## config.mk

```make
export PLATFORM = sky130hd
export DESIGN_NAME = sfx_mixer
export DESIGN_NICKNAME = d
export VERILOG_FILES = /design/src/rtl/sfx_pkg.sv /design/src/rtl/sfx_tone_gen.sv /design/src/rtl/sfx_mixer.sv
export SDC_FILE = /design/constraint.sdc
export NUM_CORES = 1
export LEC_CHECK = 0
export ABC_AREA = 0
export CAP_MARGIN = 40
export CORE_AREA = 2 2 88 90
export CTS_CLUSTER_DIAMETER = 40
export DETAILED_ROUTE_END_ITERATION = 10
export DIE_AREA = 0 0 90 92
export PLACE_DENSITY = 0.71
export SETUP_SLACK_MARGIN = 0.1
export SYNTH_ARGS = -nofsm -noshare
export SYNTH_HDL_FRONTEND = slang
export SYNTH_SLANG_ARGS = --single-unit
```

## constraint.sdc

```tcl
create_clock -name clk -period 6.3 [get_ports clk]
set_input_delay 0.63 -clock clk [delete_from_list [all_inputs] [get_ports clk]]
set_output_delay 0.63 -clock clk [all_outputs]
set_load 0.02 [all_outputs]
```

## src/rtl/sfx_pkg.sv

```systemverilog
// Shared types, note constants and step tables for the sound-effect sequencer.
// The effect enum order doubles as the priority order (NONE lowest, HIT highest).
package sfx_pkg;

  typedef enum logic [1:0] {
    EFF_NONE  = 2'd0,
    EFF_FLAP  = 2'd1,
    EFF_SCORE = 2'd2,
    EFF_HIT   = 2'd3
  } sfx_eff_e;

  typedef enum logic [1:0] {
    ST_IDLE = 2'd0,
    ST_TONE = 2'd1,
    ST_GAP  = 2'd2
  } sfx_state_e;

  localparam int HP_W   = 18;
  localparam int STEP_W = 2;

  localparam int unsigned F_196  = 196;
  localparam int unsigned F_262  = 262;
  localparam int unsigned F_392  = 392;
  localparam int unsigned F_1047 = 1047;
  localparam int unsigned F_1319 = 1319;
  localparam int unsigned F_1568 = 1568;

  function automatic logic [STEP_W-1:0] eff_steps(input sfx_eff_e eff);
    case (eff)
      EFF_FLAP:  return 2'd2;
      EFF_SCORE: return 2'd3;
      EFF_HIT:   return 2'd3;
      default:   return 2'd0;
    endcase
  endfunction

  function automatic int unsigned step_freq(input sfx_eff_e eff, input logic [STEP_W-1:0] step);
    case (eff)
      EFF_FLAP:  return (step == 2'd0) ? F_1319 : F_1568;
      EFF_SCORE: return (step == 2'd0) ? F_1047 : ((step == 2'd1) ? F_1319 : F_1568);
      EFF_HIT:   return (step == 2'd0) ? F_392 : ((step == 2'd1) ? F_262 : F_196);
      default:   return 0;
    endcase
  endfunction

  function automatic logic [HP_W-1:0] hp_of(input int unsigned clk_hz, input int unsigned freq);
    if (freq == 0) return '0;
    return HP_W'(clk_hz / (2 * freq));
  endfunction

endpackage

```

## src/rtl/sfx_tone_gen.sv

```systemverilog
// Half-period counter and square register for one note step.
// sq presents the value the square register takes at the coming edge, so the mixer's output flop is the only stage.
module sfx_tone_gen
  import sfx_pkg::*;
(
  input  logic            clk,
  input  logic            rst,
  input  logic            restart,
  input  logic            enable,
  input  logic [HP_W-1:0] half_period,
  output logic            sq
);

  logic [HP_W-1:0] r_cnt;
  logic [HP_W-1:0] w_cnt_nxt;
  logic            r_sq;
  logic            w_sq_nxt;

  always_comb begin
    w_cnt_nxt = r_cnt;
    w_sq_nxt  = r_sq;
    if (restart) begin
      w_cnt_nxt = '0;
      w_sq_nxt  = 1'b1;
    end else if (!enable) begin
      w_cnt_nxt = '0;
      w_sq_nxt  = 1'b0;
    end else if (r_cnt == half_period - HP_W'(1)) begin
      w_cnt_nxt = '0;
      w_sq_nxt  = ~r_sq;
    end else begin
      w_cnt_nxt = r_cnt + HP_W'(1);
    end
  end

  always_ff @(posedge clk) begin
    if (rst) begin
      r_cnt <= '0;
      r_sq  <= 1'b0;
    end else begin
      r_cnt <= w_cnt_nxt;
      r_sq  <= w_sq_nxt;
    end
  end

  assign sq = w_sq_nxt;

endmodule

```

## src/rtl/sfx_mixer.sv

```systemverilog
// Event-driven effect sequencer with priority arbitration and final speaker mix.
//   state | meaning
//   IDLE  | no effect, music passes through
//   TONE  | current step's note is sounding for TONE_CYCLES
//   GAP   | silence between steps for GAP_CYCLES
module sfx_mixer
  import sfx_pkg::*;
#(
  parameter int unsigned CLK_HZ      = 50_000_000,
  parameter int unsigned TONE_CYCLES = 2_500_000,
  parameter int unsigned GAP_CYCLES  = 500_000
)
(
  input  logic clk,
  input  logic rst,
  input  logic music_in,
  input  logic ev_flap,
  input  logic ev_score,
  input  logic ev_hit,
  input  logic mute,
  output logic audio_out,
  output logic sfx_active
);

  localparam int unsigned CNT_MAX = (TONE_CYCLES > GAP_CYCLES) ? TONE_CYCLES : GAP_CYCLES;
  localparam int CNT_W = (CNT_MAX > 1) ? $clog2(CNT_MAX) : 1;
  localparam logic [CNT_W-1:0] TONE_TC = CNT_W'(TONE_CYCLES - 1);
  localparam logic [CNT_W-1:0] GAP_TC  = CNT_W'((GAP_CYCLES > 0) ? GAP_CYCLES - 1 : 0);

  localparam logic [HP_W-1:0] HP_196  = hp_of(CLK_HZ, F_196);
  localparam logic [HP_W-1:0] HP_262  = hp_of(CLK_HZ, F_262);
  localparam logic [HP_W-1:0] HP_392  = hp_of(CLK_HZ, F_392);
  localparam logic [HP_W-1:0] HP_1047 = hp_of(CLK_HZ, F_1047);
  localparam logic [HP_W-1:0] HP_1319 = hp_of(CLK_HZ, F_1319);
  localparam logic [HP_W-1:0] HP_1568 = hp_of(CLK_HZ, F_1568);

  sfx_state_e        r_state, w_state_nxt;
  sfx_eff_e          r_eff, w_eff_nxt, w_req;
  logic [STEP_W-1:0] r_step, w_step_nxt;
  logic [CNT_W-1:0]  r_cnt, w_cnt_nxt;
  logic              w_accept;
  logic              w_restart;
  logic              w_enable;
  logic              w_last_step;
  logic              w_sq;
  logic              w_active_nxt;
  int unsigned       w_freq;
  logic [HP_W-1:0]   w_hp;
  logic              r_audio;

  always_comb begin
    w_req = EFF_NONE;
    if (ev_hit)        w_req = EFF_HIT;
    else if (ev_score) w_req = EFF_SCORE;
    else if (ev_flap)  w_req = EFF_FLAP;
  end

  // Equal priority restarts too, so a retrigger of the same effect begins again at step 0.
  assign w_accept    = (w_req != EFF_NONE) && (w_req >= r_eff);
  assign w_last_step = (r_step == eff_steps(r_eff) - 2'd1);

  always_ff @(posedge clk) begin
    if (rst) begin
      r_state <= ST_IDLE;
      r_eff   <= EFF_NONE;
      r_step  <= '0;
      r_cnt   <= '0;
    end else begin
      r_state <= w_state_nxt;
      r_eff   <= w_eff_nxt;
      r_step  <= w_step_nxt;
      r_cnt   <= w_cnt_nxt;
    end
  end

  always_comb begin
    w_state_nxt = r_state;
    w_eff_nxt   = r_eff;
    w_step_nxt  = r_step;
    w_cnt_nxt   = r_cnt + CNT_W'(1);
    w_restart   = 1'b0;
    if (w_accept) begin
      w_state_nxt = ST_TONE;
      w_eff_nxt   = w_req;
      w_step_nxt  = '0;
      w_cnt_nxt   = '0;
      w_restart   = 1'b1;
    end else begin
      case (r_state)
        ST_IDLE: begin
          w_cnt_nxt = '0;
        end
        ST_TONE: begin
          if (r_cnt == TONE_TC) begin
            w_cnt_nxt = '0;
            if (w_last_step) begin
              w_state_nxt = ST_IDLE;
              w_eff_nxt   = EFF_NONE;
              w_step_nxt  = '0;
            end else if (GAP_CYCLES > 0) begin
              w_state_nxt = ST_GAP;
            end else begin
              w_step_nxt = r_step + 2'd1;
              w_restart  = 1'b1;
            end
          end
        end
        ST_GAP: begin
          if (r_cnt == GAP_TC) begin
            w_state_nxt = ST_TONE;
            w_step_nxt  = r_step + 2'd1;
            w_cnt_nxt   = '0;
            w_restart   = 1'b1;
          end
        end
        default: begin
          w_state_nxt = ST_IDLE;
          w_eff_nxt   = EFF_NONE;
          w_step_nxt  = '0;
          w_cnt_nxt   = '0;
        end
      endcase
    end
  end

  // Note lookup uses the upcoming step so a restart loads the right half-period.
  always_comb begin
    w_freq = step_freq(w_eff_nxt, w_step_nxt);
    case (w_freq)
      F_196:   w_hp = HP_196;
      F_262:   w_hp = HP_262;
      F_392:   w_hp = HP_392;
      F_1047:  w_hp = HP_1047;
      F_1319:  w_hp = HP_1319;
      F_1568:  w_hp = HP_1568;
      default: w_hp = '0;
    endcase
  end

  assign w_enable     = (w_state_nxt == ST_TONE);
  assign w_active_nxt = (w_state_nxt != ST_IDLE);

  sfx_tone_gen u_tone_gen (
    .clk         (clk),
    .rst         (rst),
    .restart     (w_restart),
    .enable      (w_enable),
    .half_period (w_hp),
    .sq          (w_sq)
  );

  always_ff @(posedge clk) begin
    if (rst) begin
      r_audio <= 1'b0;
    end else begin
      r_audio <= mute ? 1'b0 : (w_active_nxt ? w_sq : music_in);
    end
  end

  assign audio_out  = r_audio;
  assign sfx_active = (r_state != ST_IDLE);

endmodule

```

## Word-level counts from Yosys, hierarchy flattened

Index checks and enable logic that the tools add are counted.
Widths: inputs -> output; s select.

| word-level totals | value |
|---|---|
| bits of input ports | 7 |
| latch bits | 0 |
| ROM bits | 0 |
| register bits after elaboration | 48 |
| memories | 0 |
| bits in writable memories | 0 |

| operators by class | value |
|---|---|
| multiplexer cells | 35 |
| divide/modulo/power cells | 0 |
| reductions and logical operators | 11 |
| multiply operators | 0 |
| bitwise logic cells | 2 |
| $lt $le $gt $ge | 1 |
| shift-type cells | 0 |
| $add $sub $neg | 5 |
| eq/ne operators | 20 |

Operator list:

| kind | count |
|---|---|
| $pmux 17 s6 | 1 |
| $eq 32x11->1 const B | 3 |
| $eq 32x9->1 const B | 2 |
| $mux 22 | 2 |
| $pmux 22 s2 | 1 |
| $pmux 11 s3 | 1 |
| $eq 32x8->1 const B | 1 |
| $mux 10 | 3 |
| $mux 2 | 13 |
| $add 22x1->22 const B | 1 |
| $eq 22x19->1 const B | 1 |
| $eq 22x22->1 const B | 1 |
| $add 18x1->18 const B | 1 |
| $eq 18x18->1 | 1 |
| $mux 9 | 2 |
| $sub 17x1->18 const B | 1 |
| $pmux 2 s3 | 2 |
| $eq 2x1->1 const B | 5 |
| $eq 2x2->1 const B | 5 |
| $mux 1 | 8 |
| $pmux 2 s2 | 2 |
| $reduce_or 2->1 | 4 |
| $reduce_bool 2->1 | 3 |
| $logic_not 2->1 | 2 |
| 7 further kinds | 8 |

## Depth between registers and ports, before layout

| depth | value |
|---|---|
| depth in word-level cells | 21 |
| mapped depth | 22 |
| mapped depth without buffers | 20 |

## Hierarchy

From an unflattened synthesis, not the netlist that was laid out.

| unflattened totals | value |
|---|---|
| cell total of the unflattened synthesis | 473 |
| area total of the unflattened synthesis | 3,737.3 sq um |

By module, submodules not included:

| module | cells an instance | area an instance (sq um) | times used |
|---|---|---|---|
| sfx_mixer | 275 | 2,185.8 | 1 |
| sfx_tone_gen | 198 | 1,551.5 | 1 |

## Least setup slack after synthesis

OpenSTA, ideal clock, no wires.

| timing path | value |
|---|---|
| path type | input port to flip-flop |
| from | input ev_score |
| to | register u_tone_gen.r_cnt[16] |
| arrival | 4.905 ns |
| cell stages on the path | 19 |
| path buffers | 3 |
| slack | 1.280 ns |
| path through | or2_2 ha_1 a21o_1 a2111oi_0 a311oi_4 ha_1 clkbuf_1 nor3_1 a31oi_1 a21oi_1 o211ai_2 nand2_1 xnor2_1 or4_1 a2111oi_4 or3_1 buf_2 buf_4 nor2_1 |

| on the way | value |
|---|---|
| word-level cells in the longest chain between the ends | 14 |
| elaborated cells between the ends (all ways) | 32 |
| those cells by class | add/sub (1); order compare (1); eq/ne (12); mux (13); bitwise (1); reduce/logical (4) |

RTL lines:

| what | RTL line | source |
|---|---|---|
| start, declared | sfx_mixer.sv:18 | `input logic ev_score,` |
| $mux 2 * | sfx_mixer.sv:54 | `else if (ev_score) w_req = EFF_SCORE;` |
| $mux 2 * | sfx_mixer.sv:53 | `if (ev_hit) w_req = EFF_HIT;` |
| $ge 2x2->1 or $reduce_bool 2->1 (tied branches) | sfx_mixer.sv:59 | `assign w_accept = (w_req != EFF_NONE) && (w_req >= r_eff);` |
| $logic_and 1x1->1 | sfx_mixer.sv:59 |  |
| $mux 2 | sfx_mixer.sv:82 | `if (w_accept) begin` |
| $eq 2x1->1 | sfx_pkg.sv:40, sfx_pkg.sv:41 |  |
| $mux 10 or $mux 9 (tied branches) (2 in a row) | sfx_pkg.sv:40, sfx_pkg.sv:41 |  |
| $pmux 11 s3 | sfx_pkg.sv:38 | `case (eff)` |
| $eq 32x11->1, or another cell as far along | sfx_mixer.sv:129 | `case (w_freq)` |
| $pmux 17 s6 | sfx_mixer.sv:129 |  |
| $sub 17x1->18 | sfx_tone_gen.sv:28 | `end else if (r_cnt == half_period - HP_W'(1)) begin` |
| $eq 18x18->1 | sfx_tone_gen.sv:28 |  |
| $reduce_or 4->1 (no source line) * | -- |  |
| end signal, assigned | sfx_tone_gen.sv:41 | `r_cnt <= w_cnt_nxt;` |
| end, declared | sfx_tone_gen.sv:14 | `logic [HP_W-1:0] r_cnt;` |

Every way passes the cells marked *; elsewhere a longest branch is shown, timed or not.
A chain may end at the register's enable or synchronous reset.

## Worst setup path after layout

| timing path | value |
|---|---|
| from | input ev_score |
| to | register u_tone_gen.r_cnt[2] |

The elaborated chain is that of the path after synthesis.

==> flow_summary.ini <==
[finish]
diodes = 0
finalNetCount = 422
syn_to_final_growth_pct = 9.197
final_layout_size_suffix_gt1_share_pct = 7.921
layout_commonest_cell = nor2_1
layout_common_cells = nor2_1, dfxtp_1, nand2_1

[worst_setup_path]
path_max_fanout = 18
rr_worst_depth = 17
ff2ff_setup_slack_ns = 1.12
r2r-start = r_cnt[19]
critical_path_class = in -> reg
start_kind = input pin
critPathCaptureType = flip-flop
cp_data_arrival_time_ns = 5.87
r2r-end = u_tone_gen.r_cnt[2]
crit_required_ns = 6.49

[detailed_routing]
dr.max_layer_used = met4
antenna_left = 0
wl_met3_um = 304
met2_length_um = 3271
met1_length_um = 3551
drt-initial-drc-count = 148
first_pass_iters = 4
vias = 2878
drc = 0
wl_per_cell_um = 14.32
vias_per_cell = 5.688
drt-total-wl_um = 7246

[yosys]
ys_ff_latch = 48
ys_types = 68
synthCells = 397
yosys_warnings = 0
synth_edf_count = 0
yosys.area.top_type_share_pct = 29.80
ys_top_cells_by_area = dfxtp_1, nor2_1, xnor2_1
yosysSeqAreaShare_pct = 29.80
yosysTopAreaCell = dfxtp_1
ys.flop_type = dfxtp_1
synth_area_um2 = 3224
synth_nets = 416
syn_avg_cell_area_um2 = 8.122
synth_async_sr_flop_share_pct = 0

[placement]
gp_congestion = 0.9332
place.port_buffers = 8
dp_hpwl_um = 5516

[clocking]
insertion_delay_ns = 0.30
clk_pin_slew_ns = 0.09
cts_setup_buffers = 0
cts_tree = done
cts_root_buf = clkbuf_8
numCtsBuffers = 5
ctsResizeCount = 0
h-tree-depth = 2
ctsHoldBuffers = 0
cts.sinks = 48
clock_path_buffers = 2

[global_routing]
grt_usage_pct = 18.30
grt_overflow = 0
antenna_found_initial = 0
grt_pass1_vias = 2692
grt_max_degree = 19
grt_pass1_wl_um = 12590

[floorplanning]
ioPinCount = 9
core_um2 = 7447
die_h_um = 92
die_w_um = 90
start_util_pct = 43.30
row_count = 32
design.die.area_um2 = 8280

[sta]
drv_slew = 0
max-slew-margin-rel_pct = 50.33
post-route-min-period_ns = 5.678
finalSetupViolCount = 0
fmax_mhz = 176.1
hold_viol = 0
setup_tns_ns = 0
period_share_pct = 90.13
fin_skew_ns = 0.01374
rsz0062_at_grt = no
tightest_slew_ns = 0.7263

[run]
max-cap-violations = 0

[power_and_ir_drop]
pwr-share-clk_pct = 31.0
cellPowerDensity_nw_per_um2 = 218.8
switching_power_w = 0.0002474
combPwrFrac_pct = 27.8
ir_drop_mv = 0.1483
seq_power_share_pct = 41.2
finalPower_w = 0.0007703
switching_share_pct = 32.12
intPower_w = 0.0005228
leakage_nw = 1.204

[status]
status = complete, no violations

[worst_hold_path]
hold_path_class = reg -> reg
worstHoldStart = r_cnt[0]
min_path_cells = 1
worstHoldEndpoint = r_cnt[0]
[Yosys cell counts (4+ instances only)]
master    number
a21oi_1        9
a31o_2         4
and2_1         4
and3_1         5
clkbuf_1       8
dfxtp_1       48
ha_1          12
inv_1         20
nand2_1       26
nand2b_1       4
nand3_1       18
nand4_1       19
nor2_1        72
nor3_1        11
nor4_1         5
o21ai_0        6
xnor2_1       21
xor2_1        21
[how the worst max path moves through the flow]
stage,start,to,slack (ns),cells past startpoint
2_1_floorplan,ev_score,u_tone_gen.r_cnt[16],1.28,19
3_3_place_gp,ev_score,u_tone_gen.r_cnt[6],0.39,20
3_5_place_dp,ev_score,u_tone_gen.r_cnt[13],0.33,21
4_1_cts,ev_score,u_tone_gen.r_cnt[13],0.63,21
5_1_grt,ev_score,u_tone_gen.r_cnt[13],0.18,21
6_report,ev_score,u_tone_gen.r_cnt[2],0.62,20
[state kept, by name, indices dropped and copies added (netlist names)]
signal	count
r_step	2
r_eff	2
r_state	2
u_tone_gen.r_cnt	18
u_tone_gen.r_sq	1
r_cnt	22
audio_out	1
[worst max-delay path, stage by stage]
cell and delay [ns]:
clkdlybuf4s50_1 0.47, inv_1 0.04, a21oi_1 0.21, ha_1 0.26, nand2b_1 0.16, a21o_1 0.21
a2111oi_0 0.68, a311oi_4 0.15, ha_1 0.41, nor4_1 0.44, a31oi_1 0.07, a21oi_1 0.34
a2bb2oi_1 0.30, nand2_1 0.10, a2111oi_0 0.41, a21oi_1 0.13, a2111oi_4 0.35, or3_1 0.18
buf_4 0.22, nor2_1 0.08
[cell type report]
cell class	count	area, µm²
Timing Repair Buffer	12	111.4
Tap cell	102	127.6
Clock buffer	6	82.58
Clock inverter	2	38.79
Sequential cell	48	960.9
Fill cell	740	3926
Multi-Input combinational cell	315	2121
Inverter	21	78.83
[stage by stage]
stage / setup slack (ns) / cells / area [µm²] / hold WS, ns / util [%]
after detailed placement: 0.3269 / 498 / 3400 / 0.4576 / 45.65
after CTS: 0.6279 / 506 / 3521 / 0.4683 / 47.28
after floorplan: 1.280 / 397 / 3224 / 0.4175 / -
after global placement: 0.3866 / 496 / 3383 / 0.4276 / 45.43
after global routing: 0.1762 / 506 / 3521 / 0.4973 / 47.28
final: 0.6218 / 506 / 3521 / 0.4689 / 47.28
[routing by layer]
layer	vias up	GRT usage (%)
met5	-	0
met4	0	5.256
met3	9	2.876
met2	67	29.39
met1	1356	25.47
li1	1446	-
[cells by family after synthesis]
kind of cell,share of synthesized area (%)
xor gates and xnor gates,11.41
adders and majority gates,4.656
buffers and inverters,4.424
AOI/OAI and AO/OA,19.33
and+or+nand+nor,29.45
muxes,0.9314
DFF,29.80
[power by group through the flow]
stage / clock network (W) / logic, W / registers (W)
finish: 0.000239 / 0.000214 / 0.000317
global route: 0.000256 / 0.000237 / 0.000318
CTS: 0.000246 / 0.000212 / 0.000317
detailed placement: 0 / 0.000211 / 0.000324
global placement: 0 / 0.000211 / 0.000324
floorplan: 0 / 0.000167 / 0.000323
(Power assumes the default switching activity.)
